$ cat src/rtl/alu.sv
`default_nettype none
// ============================================================================
//  Module   : alu
//  Purpose  : Single-cycle-latency integer ALU (ADD/SUB/AND/OR/XOR/SLL/SRA)
//             with registered result and valid flag.
//  Revision : 1.0
// ============================================================================
module alu #(
    parameter int WIDTH = 32
) (
    input  logic             i_clk,
    input  logic             i_rst_n,
    input  logic [2:0]       i_ALUOp,
    input  logic [WIDTH-1:0] i_operand0,
    input  logic [WIDTH-1:0] i_operand1,
    output logic             o_valid,
    output logic [WIDTH-1:0] o_result
);

    localparam logic [2:0] c_OP_NOP = 3'b000;
    localparam logic [2:0] c_OP_ADD = 3'b001;
    localparam logic [2:0] c_OP_SUB = 3'b010;
    localparam logic [2:0] c_OP_AND = 3'b011;
    localparam logic [2:0] c_OP_OR  = 3'b100;
    localparam logic [2:0] c_OP_XOR = 3'b101;
    localparam logic [2:0] c_OP_SLL = 3'b110;
    localparam logic [2:0] c_OP_SRA = 3'b111;

    logic [4:0]       w_shamt;
    logic [WIDTH-1:0] w_result;
    logic             w_valid;
    logic [WIDTH-1:0] r_result;
    logic             r_valid;

    // Only the low five bits of B select the shift distance.
    assign w_shamt = i_operand1[4:0];

    always_comb begin
        w_result = '0;
        w_valid  = 1'b0;
        case (i_ALUOp)
            c_OP_ADD: begin
                w_valid  = 1'b1;
                w_result = i_operand0 + i_operand1;
            end
            c_OP_SUB: begin
                w_valid  = 1'b1;
                w_result = i_operand0 - i_operand1;
            end
            c_OP_AND: begin
                w_valid  = 1'b1;
                w_result = i_operand0 & i_operand1;
            end
            c_OP_OR: begin
                w_valid  = 1'b1;
                w_result = i_operand0 | i_operand1;
            end
            c_OP_XOR: begin
                w_valid  = 1'b1;
                w_result = i_operand0 ^ i_operand1;
            end
            c_OP_SLL: begin
                w_valid  = 1'b1;
                w_result = i_operand0 << w_shamt;
            end
            c_OP_SRA: begin
                w_valid  = 1'b1;
                w_result = $signed(i_operand0) >>> w_shamt;
            end
            // NOP and any opcode with X/Z bits fall here: invalid, zero data.
            default: begin
                w_result = '0;
                w_valid  = 1'b0;
            end
        endcase
    end

    always_ff @(posedge i_clk) begin
        if (!i_rst_n) begin
            r_valid  <= 1'b0;
            r_result <= '0;
        end else begin
            r_valid  <= w_valid;
            r_result <= w_result;
        end
    end

    assign o_valid  = r_valid;
    assign o_result = r_result;

endmodule
`default_nettype wire

$ cat config.mk
export PLATFORM = sky130hd
export DESIGN_NAME = alu
export DESIGN_NICKNAME = d
export VERILOG_FILES = /design/src/rtl/alu.sv
export SDC_FILE = /design/constraint.sdc
export NUM_CORES = 1
export LEC_CHECK = 0
export ABC_AREA = 0
export CAP_MARGIN = 20
export CELL_PAD_IN_SITES_DETAIL_PLACEMENT = 2
export CELL_PAD_IN_SITES_GLOBAL_PLACEMENT = 2
export CORE_MARGIN = 5
export CORE_UTILIZATION = 36
export DETAILED_ROUTE_END_ITERATION = 10
export GPL_TIMING_DRIVEN = 0
export MAX_ROUTING_LAYER = met4
export PLACE_DENSITY_LB_ADDON = 0.1
export SLEW_MARGIN = 25
export SYNTH_ARGS = -nofsm -noshare
export SYNTH_HDL_FRONTEND = slang
export SYNTH_SLANG_ARGS = --single-unit
$ cat constraint.sdc
create_clock -name i_clk -period 11.8 [get_ports i_clk]
set_clock_uncertainty 0.2 [all_clocks]
set_input_delay 3.54 -clock i_clk [delete_from_list [all_inputs] [get_ports i_clk]]
set_output_delay 3.54 -clock i_clk [all_outputs]
set_load 0.02 [all_outputs]
==> results_tabular.tex <==
\begin{tabular}{lr}
\hline
Metric & Value \\
\hline
\multicolumn{2}{l}{\textbf{Finish}} \\
Sequential cell area & 661 um2 \\
Layout fillers & 2,768 \\
Post-synthesis to final-layout area growth & 18.0\% \\
Area of combinational cells with multiple inputs & 7030 um2 \\
Nets & 1,438 \\
Share of post-route cells with drive strength above 1 & 7.08\% \\
\multicolumn{2}{l}{\textbf{Drt}} \\
Number of vias in the routed layout & 10,498 \\
Pre-antenna DRT Iters & 7 \\
DRC violation count after routing & 0 \\
Wire length reported by the detailed router & 51.8 mm \\
Avg WL per Cell & 33.2 um \\
Average via count per standard cell & 6.73 \\
Number of DRC violations after detailed-routing iteration 0 & 1,077 \\
Post-route ant nets & 0 \\
\multicolumn{2}{l}{\textbf{Global route}} \\
Number of antenna violations at the first check in global routing & 3 \\
Vias in the first global route & 11,174 \\
Total global-route track usage & 39.7\% \\
Wire length of the first global-routing pass & 75.3 mm \\
Grt total ovfl & 0 \\
Largest net degree at the start of global routing & 13 \\
\multicolumn{2}{l}{\textbf{Die}} \\
Standard-cell row count & 55 \\
Die outline width & 162 um \\
Placeable core region & 22,700 um2 \\
Initial core utilization & 36.6\% \\
Vert. Die Dim & 162 um \\
Die Footprint & 26,200 um2 \\
I/O pin total & 102 \\
\multicolumn{2}{l}{\textbf{Timing}} \\
Hold Slack & 3.72 ns \\
Final critical-path required period & 9.75 ns \\
Worst Tran Pin Value & 1.20 ns \\
Hold Violations, Final & 0 \\
Final setup violation count & 0 \\
Total negative slack for setup checks & 0 ns \\
RSZ-0062 raised after global routing & no \\
Peak clock frequency supported by timing & 103 MHz \\
Total count of max-transition violations in the final report & 0 \\
Worst slew margin & 18.2\% \\
Final Cycle Share & 82.7\% \\
\multicolumn{2}{l}{\textbf{Power}} \\
Power density over the cells & 80.9 nW/um2 \\
Sw Ratio & 50.7\% \\
Cell Int Power & 391 uW \\
Worst vdd ir & 0.0632 mV \\
Power share of the clock group & 18.1\% \\
Sequential share of power & 16.0\% \\
Net switching component of the power & 402 uW \\
Leakage power figure & 4.13 nW \\
Combinational Power Share & 65.9\% \\
\multicolumn{2}{l}{\textbf{CTS}} \\
Clock tree from TritonCTS & built \\
Number of buffers on the longest clock path & 2 \\
Number of sinks on the clock net & 33 \\
Clk root buf & clkbuf\_16 \\
TritonCTS Buffers & 5 \\
Number of post-CTS setup repair buffers & 0 \\
Post-CTS clock slew at the launch and capture registers of the worst setup and hold paths & 0.07 ns \\
Number of resized instances in the post-cts repair step & 0 \\
H-Tree Depth & 2 \\
Post-cts hold buffer count & 0 \\
\multicolumn{2}{l}{\textbf{Logic synthesis}} \\
Average footprint of a synthesized cell & 7.13 um2 \\
Asr flop ratio synth & 0\% \\
Mapped Nets & 1,332 \\
Fraction of the yosys area taken by sequential cells & 7.95\% \\
Number of instances in the synthesized netlist & 1,165 \\
Number of enable flip-flop cells after synthesis & 0 \\
Distinct cells, synth & 72 \\
\#FFs+latches synth & 33 \\
Primary FF master, synth & dfxtp\_1 \\
Cell area after technology mapping & 8310 um2 \\
Synthesis warning total & 0 \\
\multicolumn{2}{l}{\textbf{Status}} \\
Status & finished clean \\
\multicolumn{2}{l}{\textbf{Worst setup path}} \\
Critical Path RT & 11.80 ns \\
Cell-by-cell listing of the critical path & clkdlybuf4s50\_1 > buf\_2 > buf\_2 > inv\_2 > buf\_1 > ha\_1 > and2b\_2 > nand2\_1 > or4\_4 > o21ai\_0 > xnor2\_1 > ha\_1 > a21oi\_1 > o21ai\_0 > or2\_2 > a22o\_1 > and3\_1 > a221o\_1 > mux2\_2 > o22ai\_1 \\
Data arrival time of the critical path & 9.76 ns \\
Endpoint of the most critical setup path & o\_result[29] \\
Max FO, Critical Path & 12 \\
Cell with the largest stage delay on the worst path & buf\_1 \\
Crit. Startpoint & i\_operand1[0] \\
Element type at the critical path start & input pin \\
Delay of the slowest critical-path stage & 0.72 ns \\
WS Path Type & in2reg \\
Setup crit end kind & flop \\
\multicolumn{2}{l}{\textbf{Placement}} \\
Count of port buffers added during placement & 99 \\
Final HPWL from detailed placement & 42.3 mm \\
Placer's final routability congestion estimate & 1.00 \\
\multicolumn{2}{l}{\textbf{Hold path}} \\
Path category of the worst min-delay check & in2reg \\
\multicolumn{2}{l}{\textbf{Run}} \\
Max\_cap viols & 0 \\
\hline
\end{tabular}
==> power groups by stage <==
stage                     Clock, mW  Sequential (mW)  Combinational [mW]
after floorplan                   0            0.143               0.276
after global placement            0            0.128               0.485
after detailed placement          0            0.129               0.503
after CTS                     0.146            0.127               0.507
after global routing          0.150            0.128               0.551
final                         0.144            0.127               0.522
==> worst max-delay path: cells and delay by family <==
kind / cells / cell delay, ns
and+or+nand+nor: 5 / 1.55
muxes: 1 / 0.31
adders and majority gates: 2 / 0.63
xor gates and xnor gates: 1 / 0.18
buffers and inverters: 5 / 1.93
AOI/OAI and AO/OA: 6 / 1.59
==> cell type report <==
class	count	share of cell area, %
Tap cell	285	3.64
Multi-Input combinational cell	975	71.7
Inverter	78	2.99
Buffer	79	3.30
Antenna cell	3	0.0766
Clock buffer	7	1.45
Sequential cell	33	6.74
Timing Repair Buffer	99	10.1
==> sequential cells by signal, indices dropped and copies added (netlist names) <==
register and cells:
o_result 32, o_valid 1
==> how the worst min path moves through the flow <==
stage / start / to / depth (start not counted)
after floorplan: i_rst_n / o_valid / 2
after global placement: i_ALUOp[2] / o_result[1] / 4
after detailed placement: i_ALUOp[2] / o_result[1] / 4
after CTS: i_ALUOp[2] / o_result[1] / 4
after global routing: i_ALUOp[2] / o_result[1] / 4
final: i_ALUOp[2] / o_result[1] / 4
==> per-layer routing <==
layer  vias up  part of all wire (%)  GRT usage, %
li1       4482                     -             -
met1      5369                    42          49.0
met2       504                    46          63.4
met3       143                   7.4          7.46
met4         0                   4.7          17.1
met5         -                     0             -
==> metrics by stage <==
step	instances	util [%]	setup slack (ns)	area (um2)	power (mW)
floorplan	1165	-	3.80	8310	0.418
global placement	1549	42.5	2.05	9660	0.613
detailed placement	1549	42.5	1.87	9660	0.632
CTS	1556	43.2	2.16	9800	0.780
global route	1559	43.2	1.87	9810	0.828
finish	1559	43.2	2.05	9810	0.793
==> synthesized netlist by cell type, types with 9 or more instances <==
cell type / instances / area (um2)
ha_1: 97 / 1210
inv_1: 74 / 278
o211ai_1: 14 / 105
and3_1: 11 / 68.8
nand2b_1: 10 / 62.6
nand2_1: 124 / 465
mux2_2: 27 / 304
xor2_1: 9 / 78.8
o22ai_1: 15 / 93.8
nor3_1: 13 / 65.1
a221oi_1: 18 / 158
o31ai_1: 10 / 75.1
a21oi_1: 95 / 475
o21ai_0: 109 / 546
mux4_2: 22 / 495
xnor2_1: 43 / 377
nor2_1: 119 / 447
a21o_1: 11 / 82.6
clkbuf_1: 54 / 203
mux2i_1: 71 / 711
nand3_1: 20 / 100
buf_2: 16 / 80.1
a31oi_1: 19 / 119
dfxtp_1: 33 / 661
a211oi_1: 14 / 105
==> logic make-up (layout without fill, tap and decap cells) <==
logic type	count (synthesis)	after routing	synth area share [%]
other	0	3	0
XOR/XNOR	52	52	5.48
AND/OR/NAND/NOR	341	341	18.5
flip-flops	33	33	7.95
AO/OA/AOI/OAI	364	364	27.6
adder cells (fa/ha/maj)	98	98	14.8
multiplexers	120	120	18.2
buffers and inverters	157	263	7.42
==> placed cells by master (no fill, tap or decap), types with 10 or more instances in the layout <==
cell             instances
a31oi_1                 19
nand2_1                124
buf_2                   16
inv_1                   74
clkbuf_1                55
o21ai_0                109
xnor2_1                 43
nor3_1                  13
o211ai_1                14
nand3_1                 20
and3_1                  11
o31ai_1                 10
mux2i_1                 71
a221oi_1                18
a211oi_1                14
dfxtp_1                 33
nor2_1                 119
ha_1                    97
o22ai_1                 15
clkdlybuf4s50_1         99
a21oi_1                 95
nand2b_1                10
mux2_2                  27
mux4_2                  22
a21o_1                  11
No activity file was read; power rests on OpenSTA's default activity.
